--- config.mk ---
export PLATFORM = sky130hd
export DESIGN_NAME = flag_compare_unit
export DESIGN_NICKNAME = d
export VERILOG_FILES = /design/src/rtl/flag_compare_unit.sv
export SDC_FILE = /design/constraint.sdc
export NUM_CORES = 1
export LEC_CHECK = 0
export CAP_MARGIN = 20
export CORE_UTILIZATION = 40
export DETAILED_ROUTE_END_ITERATION = 16
export PLACE_DENSITY_LB_ADDON = 0.05
export SETUP_SLACK_MARGIN = 0.4
export SLEW_MARGIN = 20
export SYNTH_ARGS = -nofsm -noshare
export SYNTH_HDL_FRONTEND = slang
export SYNTH_SLANG_ARGS = --single-unit
--- constraint.sdc ---
create_clock -name clk -period 4.9 [get_ports clk]
set_input_delay 0.98 -clock clk [delete_from_list [all_inputs] [get_ports clk]]
set_output_delay 0.98 -clock clk [all_outputs]
set_load 0.05 [all_outputs]
--- src/rtl/flag_compare_unit.sv ---
// Multi-cycle MSB-first chunked comparator producing relation flags and a RISC-V branch decision.
// Optional build macro FLAG_CMP_EARLY_EXIT_EN finishes the scan at the first differing slice.
module flag_compare_unit #(
  parameter int WORDSIZE = 64,
  parameter int CHUNK    = 16
) (
  input  logic                clk,
  input  logic                reset,
  input  logic                in_valid,
  output logic                in_ready,
  input  logic [WORDSIZE-1:0] input_a,
  input  logic [WORDSIZE-1:0] input_b,
  input  logic [2:0]          funct3,
  output logic                out_valid,
  input  logic                out_ready,
  output logic                flag_equal,
  output logic                flag_not_equal,
  output logic                flag_greater,
  output logic                flag_less,
  output logic                flag_u_greater,
  output logic                flag_u_less,
  output logic                branch_taken,
  output logic                funct_illegal
);

  localparam int NCHUNK = WORDSIZE / CHUNK;
  localparam int IDXW   = (NCHUNK > 1) ? $clog2(NCHUNK) : 1;

  if ((WORDSIZE % CHUNK) != 0) begin : g_bad_chunk
    $error("flag_compare_unit: CHUNK must divide WORDSIZE");
  end

  typedef enum logic [1:0] {
    IDLE = 2'd0,
    SCAN = 2'd1,
    DONE = 2'd2
  } state_t;

  state_t              state_r, state_s;
  logic [WORDSIZE-1:0] a_r, b_r;
  logic [2:0]          funct3_r;
  logic                sign_a_r, sign_b_r;
  logic [IDXW-1:0]     idx_r;
  logic                decided_r, u_gt_r;

  logic [CHUNK-1:0]    slice_a_s, slice_b_s;
  logic                decided_s, u_gt_s, last_s, early_s;
  logic                eq_s, ugt_s, ult_s, gt_s, lt_s, taken_s, illegal_s;

  assign in_ready = (state_r == IDLE);

  // Operands are shifted left each SCAN cycle so the active slice is always at the top.
  assign slice_a_s = a_r[WORDSIZE-1 -: CHUNK];
  assign slice_b_s = b_r[WORDSIZE-1 -: CHUNK];
  assign last_s    = (idx_r == {IDXW{1'b0}});

  // Slice comparison folded into the running decision, and the result flags derived from it.
  always_comb begin
    decided_s = decided_r;
    u_gt_s    = u_gt_r;
    if (!decided_r && (slice_a_s != slice_b_s)) begin
      decided_s = 1'b1;
      u_gt_s    = (slice_a_s > slice_b_s);
    end else begin
      decided_s = decided_r;
      u_gt_s    = u_gt_r;
    end

`ifdef FLAG_CMP_EARLY_EXIT_EN
    early_s = decided_s;
`else
    early_s = 1'b0;
`endif

    eq_s  = !decided_s;
    ugt_s = decided_s && u_gt_s;
    ult_s = decided_s && !u_gt_s;
    if (sign_a_r != sign_b_r) begin
      gt_s = sign_b_r;
      lt_s = sign_a_r;
    end else begin
      gt_s = ugt_s;
      lt_s = ult_s;
    end

    taken_s   = 1'b0;
    illegal_s = 1'b0;
    case (funct3_r)
      3'b000:         taken_s = eq_s;
      3'b001:         taken_s = !eq_s;
      3'b100:         taken_s = lt_s;
      3'b101:         taken_s = !lt_s;
      3'b110:         taken_s = ult_s;
      3'b111:         taken_s = ugt_s || eq_s;
      3'b010, 3'b011: illegal_s = 1'b1;
      default: begin
        taken_s   = 1'b0;
        illegal_s = 1'b0;
      end
    endcase
  end

  // Next-state logic.
  always_comb begin
    state_s = state_r;
    case (state_r)
      IDLE: begin
        if (in_valid) state_s = SCAN;
        else          state_s = IDLE;
      end
      SCAN: begin
        if (last_s || early_s) state_s = DONE;
        else                   state_s = SCAN;
      end
      DONE: begin
        if (out_ready) state_s = IDLE;
        else           state_s = DONE;
      end
      default: state_s = IDLE;
    endcase
  end

  // State register.
  always_ff @(posedge clk or posedge reset) begin
    if (reset) state_r <= IDLE;
    else       state_r <= state_s;
  end

  // Operand capture, scan progress and registered result outputs.
  always_ff @(posedge clk or posedge reset) begin
    if (reset) begin
      a_r            <= {WORDSIZE{1'b0}};
      b_r            <= {WORDSIZE{1'b0}};
      funct3_r       <= 3'b000;
      sign_a_r       <= 1'b0;
      sign_b_r       <= 1'b0;
      idx_r          <= {IDXW{1'b0}};
      decided_r      <= 1'b0;
      u_gt_r         <= 1'b0;
      out_valid      <= 1'b0;
      flag_equal     <= 1'b0;
      flag_not_equal <= 1'b0;
      flag_greater   <= 1'b0;
      flag_less      <= 1'b0;
      flag_u_greater <= 1'b0;
      flag_u_less    <= 1'b0;
      branch_taken   <= 1'b0;
      funct_illegal  <= 1'b0;
    end else begin
      case (state_r)
        IDLE: begin
          if (in_valid) begin
            a_r       <= input_a;
            b_r       <= input_b;
            funct3_r  <= funct3;
            sign_a_r  <= input_a[WORDSIZE-1];
            sign_b_r  <= input_b[WORDSIZE-1];
            idx_r     <= IDXW'(NCHUNK - 1);
            decided_r <= 1'b0;
            u_gt_r    <= 1'b0;
          end
        end
        SCAN: begin
          a_r       <= a_r << CHUNK;
          b_r       <= b_r << CHUNK;
          idx_r     <= idx_r - IDXW'(1);
          decided_r <= decided_s;
          u_gt_r    <= u_gt_s;
          if (state_s == DONE) begin
            out_valid      <= 1'b1;
            flag_equal     <= eq_s;
            flag_not_equal <= !eq_s;
            flag_greater   <= gt_s;
            flag_less      <= lt_s;
            flag_u_greater <= ugt_s;
            flag_u_less    <= ult_s;
            branch_taken   <= taken_s;
            funct_illegal  <= illegal_s;
          end
        end
        DONE: begin
          if (out_ready) out_valid <= 1'b0;
        end
        default: out_valid <= 1'b0;
      endcase
    end
  end

endmodule

# Word level (Yosys, flattened, before mapping)
# Cells that the tools add are included.
[word_totals]
in_bits = 135
out_inout_bits = 10
register_bits = 148
word_cells = 75
[op_classes]
n_bitwise = 1
n_eq_ne = 15
add_sub_neg = 1
magnitude_cmp = 1
n_mux = 22
reduce_logical = 17
[op_table]
columns = ["op", "n"]
rows = [
  ["$pmux W64 S2", 2],
  ["$mux W64", 2],
  ["$gt A16 B16 Y1", 1],
  ["$ne A16 B16 Y1", 1],
  ["$eq A3 B3 Y1 const B", 4],
  ["$mux W1", 9],
  ["$eq A3 B2 Y1 const B", 2],
  ["$mux W2", 3],
  ["$ne A2 B2 Y1 const B", 3],
  ["$pmux W1 S6", 1],
  ["$pmux W2 S3", 1],
  ["$reduce_and A2 Y1", 3],
  ["$eq A2 B2 Y1 const B", 2],
  ["$logic_not A1 Y1", 4],
  ["$logic_not A2 Y1", 2],
  ["$pmux W1 S2", 2],
  ["$pmux W2 S2", 1],
  ["$eq A3 B1 Y1 const B", 1],
  ["$logic_and A1 B1 Y1", 3],
  ["$logic_not A3 Y1", 1],
  ["$pmux W1 S3", 1],
  ["$reduce_and A3 Y1", 1],
  ["$eq A2 B1 Y1 const B", 1],
  ["$reduce_bool A2 Y1", 1],
  ["5 further kinds", 5],
]

# Logic depth before layout (Yosys ltp)
# Gate-level depths: netlist of the first run.
[logic_depth]
ltp_word = 8
depth_mapped = 8
ltp_nobuf = 8

# Worst setup path after synthesis of the first run
# OpenSTA, ideal clock, no wires.
[synth_path]
path_kind = "reg-to-reg"
from = "register state_r[1]"
to = "register b_r[63]"
t_arrival_ps = 2056
slack_ps = 2718
required_ps = 4774
n_path_buf = 2
setup_time_ps = 126
stages_incl_launch_ff = 7
period_less_slack_ps = 2182
cell_sequence = "dfrtp_1 > nor2_1 > and2_1 > buf_2 > clkbuf_1 > nor3_1 > a221o_1"
[synth_between]
elab_chain_cells = 3
elab_cells_between_ends = 6
cone_classes = "eq/ne (2); mux (1); reduce/logical (3)"
[synth_rtl]
columns = ["element", "line", "rtl"]
rows = [
  ["from (decl)", "39", "state_t state_r, state_s;"],
  ["from (signal assigned)", "126", "else state_r <= state_s;"],
  ["$logic_not A2 Y1 *", "n/a", ""],
  ["net in_ready", "10", "output logic in_ready,"],
  ["$ne A2 B2 Y1 (no line) / $reduce_bool A2 Y1 (equally long branches)", "n/a", ""],
  ["$reduce_and A2 Y1 (no line)", "n/a", ""],
  ["to (signal assigned)", "133", "b_r <= {WORDSIZE{1'b0}};"],
  ["to (signal assigned)", "154", "b_r <= input_b;"],
  ["to (signal assigned)", "165", "b_r <= b_r << CHUNK;"],
  ["to (decl)", "40", "logic [WORDSIZE-1:0] a_r, b_r;"],
]
# The timed path passes the listed nets; every way through them passes the cells marked *.
# A chain may end at the register's enable or synchronous reset.

# Worst setup path in the final report of the first run
[layout_path]
from = "register state_r[0]"
to = "output port in_ready"
[layout_between]
elab_chain_cells = 1
[layout_rtl]
columns = ["element", "line", "rtl"]
rows = [
  ["$logic_not A2 Y1", "50", "assign in_ready = (state_r == IDLE);"],
  ["to (decl)", "10", ""],
]
# No other way between the ends.

==> results of run 1 <==
==> cell families (layout without fill, tap and decap cells) <==
logic type	after synthesis	after routing	synth area share, %
AO/OA/AOI/OAI	166	166	14.6
multiplexers	2	2	0.360
XOR/XNOR	1	1	0.126
flip-flops	148	148	53.3
AND/OR/NAND/NOR	416	416	23.9
adder cells (fa/ha/maj)	17	17	3.06
buffers and inverters	81	201	4.65
==> final cells by class <==
cell class,count,area [µm²]
repair buffers,151,1550
inverters,22,86.3
clock inverters,4,72.6
well taps,220,275
multi-input cells,602,2950
clock buffers,24,502
flip-flops and latches,148,3700
fillers,1581,7620
==> cell usage in the layout (no fill, tap or decap), types with 2 or more instances in the layout <==
cell type        instances
nand2_1                283
dfrtp_1                148
clkdlybuf4s50_1        144
nor2_1                 105
a31oi_1                 96
o21ai_1                 39
inv_1                   20
ha_1                    17
clkbuf_16               17
a21oi_1                 11
nand2b_1                 6
clkbuf_8                 5
o21ai_0                  4
nand3_1                  4
nand4_1                  3
o31ai_1                  3
buf_4                    3
buf_12                   3
nor2b_1                  2
clkinvlp_4               2
a211oi_1                 2
o2111ai_1                2
clkbuf_1                 2
bufinv_16                2
==> per-layer routing <==
metal / GRT usage (%) / vias up / wire [µm]
li1: - / 2991 / -
met1: 31.9 / 2914 / 9010
met2: 32.6 / 163 / 8300
met3: 3.74 / 19 / 871
met4: 7.51 / 0 / 299
met5: 0 / - / 0
==> sequential cells by signal, indices dropped and copies added, names as in the netlist, 2 cells and up <==
| name | count |
|---|---|
| a_r | 64 |
| b_r | 64 |
| funct3_r | 3 |
| idx_r | 2 |
| state_r | 2 |
==> worst min-delay path by stage <==
stage                     end  cells past startpoint
4_1_cts         funct_illegal                      1
6_report       flag_u_greater                      2
5_1_grt        flag_u_greater                      2
3_5_place_dp    funct_illegal                      1
3_3_place_gp   flag_u_greater                      2
2_1_floorplan         a_r[63]                      2
==> power groups by stage <==
stage | logic, W | registers [W] | clock network, W
floorplan | 0.00200 | 0.00224 | 0
global placement | 0.00265 | 0.00227 | 0
detailed placement | 0.00273 | 0.00228 | 0
CTS | 0.00276 | 0.00227 | 0.00130
global route | 0.00314 | 0.00235 | 0.00135
finish | 0.00274 | 0.00226 | 0.00128
==> worst reg2reg max path: cells and delay by family, from the launching register on <==
kind / cells / cell delay (ns)
simple gates: 3 / 1.18
buf+inv: 1 / 0.50
flops: 1 / 0.44
compound gates: 1 / 0.17
==> metrics by stage <==
stage	power (W)	hold slack (ns)	setup slack, ns
final	0.00629	0.475	1.77
after global routing	0.00684	0.509	1.69
after CTS	0.00633	0.487	1.89
after detailed placement	0.00501	0.473	1.91
after global placement	0.00491	0.454	1.96
after floorplan	0.00424	0.467	2.06
==> flow_summary.yaml, run 1 <==
grt:
  grt_start_max_net_pins: 105
  first_global_vias: 5994
  track_usage_pct: 21.8
  grt_pass1_wl_um: 30300
  antenna_found_initial: 0
  grt_overflow: 0
setup_path:
  startpoint_type: "flip-flop"
  crit_buf_inv: 1
  cp-startpoint: "state_r[0]"
  crit_fanout: 5
  crit_family: "buffers and inverters"
  r2r_cells: 5
  worst-setup-path-type: "reg -> out"
  path_depth: 2
  required_ns: 3.92
  crit_chain: "nor2_1, clkdlybuf4s50_1"
  rrSetupSlack_ns: 2.53
  reg2reg_from: "state_r[0]"
  slowest_delay_ns: 0.90
  crit_path_end_kind: "output port"
  critPathArrivalTime_ns: 2.15
  worstReg2RegEnd: "a_r[34]"
  worst_path_max_delay_cell: "clkdlybuf4s50_1"
  crit_path_end: "in_ready"
detailed_routing:
  drt-pass1-iter-count: 5
  vias: 6087
  avgRoutedWirePerCell_um: 15.8
  drt-total-wl_um: 18500
  drc: 0
  drtIter0Drc: 507
  ant_nets: 0
  via_per_inst: 5.20
logic_synthesis:
  ys_ff_latch: 148
  yosysTopAreaCell: "dfrtp_1"
  yosysSeqAreaShare_pct: 53.3
  synth.top_cells.by_count: "nand2_1, dfrtp_1, nor2_1"
  synth_cell_types: 42
  synth_top_cell_area_share_pct: 53.3
  synth_edf_count: 0
  async_flop_share_pct: 100
  avgSynthCellArea_um2: 8.36
  yosysWarnings: 0
  ys.flop_type: "dfrtp_1"
  yosysMostFrequentCell: "nand2_1"
  synth_area_leaders: "dfrtp_1, nand2_1, a31oi_1"
  syn-instance-count: 831
  synth_fp_nets: 983
  synth_area_um2: 6950
sta:
  setup_viol: 0
  tns_ns: 0
  fin_crit_ns: 3.13
  relSlewSlack_pct: 55.5
  finalClockSkew_ns: 0.00863
  period_share_pct: 63.8
  hold_viol_final: 0
  tightest_slew_ns: 0.667
  max_freq_mhz: 320
  rsz0062_at_grt: "false"
  drv_slew: 0
floorplan:
  ioPinCount: 145
  coreArea_um2: 16800
  die_y_um: 134
  rows: 47
  die_area_um2: 17900
  initial_utilization_pct: 41.5
  die_w_um: 134
final_layout:
  drive_gt1_share_pct: 4.73
  final_nets: 1094
  area_delta_synth_final_pct: 31.5
  design_area_um2: 9140
  final_util_pct: 54.5
  layoutNonFillerInstCount: 1171
  diodes: 0
min_path:
  min_from: "flag_u_greater"
  hp-class: "reg -> reg"
place:
  routabilityCongestion: 0.823
  port_buffers: 144
  placed_cell_area_um2: 8540
  dp.cells: 1142
  dp_hpwl_um: 12500
pwr:
  power_density_nw_per_um2: 688
  swShare_pct: 41.1
  power_frac_clock_pct: 20.3
  internal-power_w: 0.00370
  power_frac_comb_pct: 43.6
  irDropWorstVdd_v: 0.000281
  switching_power_w: 0.00258
  p_leak_nw: 4.05
  seqPwrFrac_pct: 36.0
cts:
  cts_setup_buffers: 0
  cts-hold-fix-buffers: 0
  cts_tree: "yes"
  root_buffer: "clkbuf_16"
  cts_resized: 0
  cts_max_path_buffers: 2
  clk-insertion-delay-late_ns: 0.42
  cts_buffers: 17
  clock_sinks: 148
  clk_pin_slew_ns: 0.05
  htreeDepth: 4
job:
  maxCapViolations: 0
run_status:
  status: "complete, no violations"
Note: power is estimated with default switching activity, not from simulation.
==> run 2: changes to the inputs <==
clock period = 2.8 ns   (was 4.9 ns; I/O delays follow)
==> flow_summary.yaml, run 2 (synthesized netlist as in run 1, its figures left out) <==
sta:
  whs_ns: 0.434
  rsz0062_at_grt: "false"
  fin_crit_ns: 2.29
  max_freq_mhz: 436
  drv_slew: 0
  tns_ns: 0
  setup_viol: 0
  hold_viol_final: 0
  period_share_pct: 81.9
  relSlewSlack_pct: 57.4
  finalClockSkew_ns: 0.00690
  tightest_slew_ns: 0.640
detailed_routing:
  via_per_inst: 5.11
  drtIter0Drc: 447
  drc: 0
  drt-pass1-iter-count: 5
  avgRoutedWirePerCell_um: 15.7
  ant_nets: 0
  vias: 6045
  drt-total-wl_um: 18500
cts:
  cts_tree: "yes"
  htreeDepth: 4
  clock_sinks: 148
  cts-hold-fix-buffers: 0
  cts_max_path_buffers: 2
  cts_buffers: 17
  clk-insertion-delay-late_ns: 0.42
  root_buffer: "clkbuf_16"
  clk_pin_slew_ns: 0.06
final_layout:
  design_area_um2: 9220
  final_cell_mix: "nand2_1, dfrtp_1, clkdlybuf4s50_1, nor2_1, a31oi_1"
  final_nets: 1102
  area_delta_synth_final_pct: 32.6
  drive_gt1_share_pct: 5.51
  layoutNonFillerInstCount: 1182
  final_util_pct: 55.0
  diodes: 0
  top_regs: "a_r (64), b_r (64), funct3_r (3)"
  final_common_cell: "nand2_1"
setup_path:
  crit_fanout: 6
  worst-setup-path-type: "reg -> reg"
  slowest_delay_ns: 0.34
  critPathArrivalTime_ns: 2.64
  required_ns: 3.15
  worst_path_max_delay_cell: "dfrtp_1"
  crit_path_end_kind: "flip-flop"
  startpoint_type: "flip-flop"
  crit_chain: "inv_1, ha_1, nand4_1, nor3_2, o21ai_1, a31oi_4, mux2_4, a31oi_1"
min_path:
  hp-class: "in -> async"
pwr:
  p_leak_nw: 4.11
  irDropWorstVdd_v: 0.000608
  power_density_nw_per_um2: 1190
run_status:
  status: "complete, no violations"
grt:
  grt_overflow: 0
  grt_pass1_wl_um: 30500
  track_usage_pct: 21.9
  first_global_vias: 6007
  grt_start_max_net_pins: 80
  antenna_found_initial: 0
floorplan:
  initial_utilization_pct: 41.5
  ioPinCount: 145
  die_area_um2: 17900
  coreArea_um2: 16800
  die_y_um: 134
  rows: 47
  die_w_um: 134
place:
  dp_hpwl_um: 13000
  routabilityCongestion: 0.840
  placed_cell_area_um2: 8650
  port_buffers: 144
  dp.cells: 1150
job:
  maxCapViolations: 0
==> run 2: changes by cell type in the layout (fill, tap and decap cells not counted), sizes merged <==
cell	delta
clkinvlp	-1
clkdlybuf4s50	-1
clkbuf	+3
bufinv	-1
buf	+8
clkinv	+2
dlygate4sd2	+1
==> run 2: report_power, final <==
| part | switching [W] | internal (W) |
|---|---|---|
| logic | 0.00301 | 0.00187 |
| registers | 0.000701 | 0.00327 |
| clock network | 0.000826 | 0.00133 |
==> run 2: through the flow <==
stage                     setup WS, ns  power (W)
after global routing             0.383     0.0120
after global placement           0.667    0.00875
after floorplan                  0.379    0.00741
after detailed placement         0.535    0.00889
after CTS                        0.513     0.0111
final                            0.507     0.0110
==> run 2: area by class of cell <==
class / instances / area (µm²)
fill: 1553 / 7540
multi-input combinational: 602 / 2940
clock inverter: 4 / 45.0
clock buffer: 27 / 513
inverter: 22 / 86.3
sequential: 148 / 3700
tap: 220 / 275
timing repair buffer: 159 / 1650
==> run 2: per-layer routing <==
metal	share of wire, %	GRT usage (%)	wire length [µm]	vias to the layer above
li1	-	-	-	2999
met1	48	31.5	8970	2891
met2	46	33.3	8510	138
met3	4.3	4.46	804	17
met4	1.2	6.50	221	0
met5	0	0	0	-
==> run 2: worst paths after layout <==
kind,from,cells after the start,slack [ns],endpoint
setup / recovery,b_r[58],8,0.51,branch_taken
hold / removal,reset,2,0.43,a_r[11]
setup reg to reg,b_r[58],8,0.51,branch_taken
hold reg to reg,flag_u_greater,2,0.49,flag_u_greater
max in group asynchronous,reset,3,1.77,b_r[62]
min in group clk,flag_u_greater,2,0.49,flag_u_greater
==> run 2: critical path: cells and delay by family (launching register included) <==
kind,cells,cell delay [ns]
adder cells (fa/ha/maj),1,0.30
multiplexers,1,0.33
AO/OA/AOI/OAI,3,0.63
AND/OR/NAND/NOR,2,0.56
flip-flops,1,0.34
buffers and inverters,1,0.05
==> run 2: repair_timing <==
action | in CTS | in global routing
pin swaps | 0 | 1
buffers inserted | 0 | 1
endpoints found under the setup margin | 1 | 1
resized for setup | 1 | 0
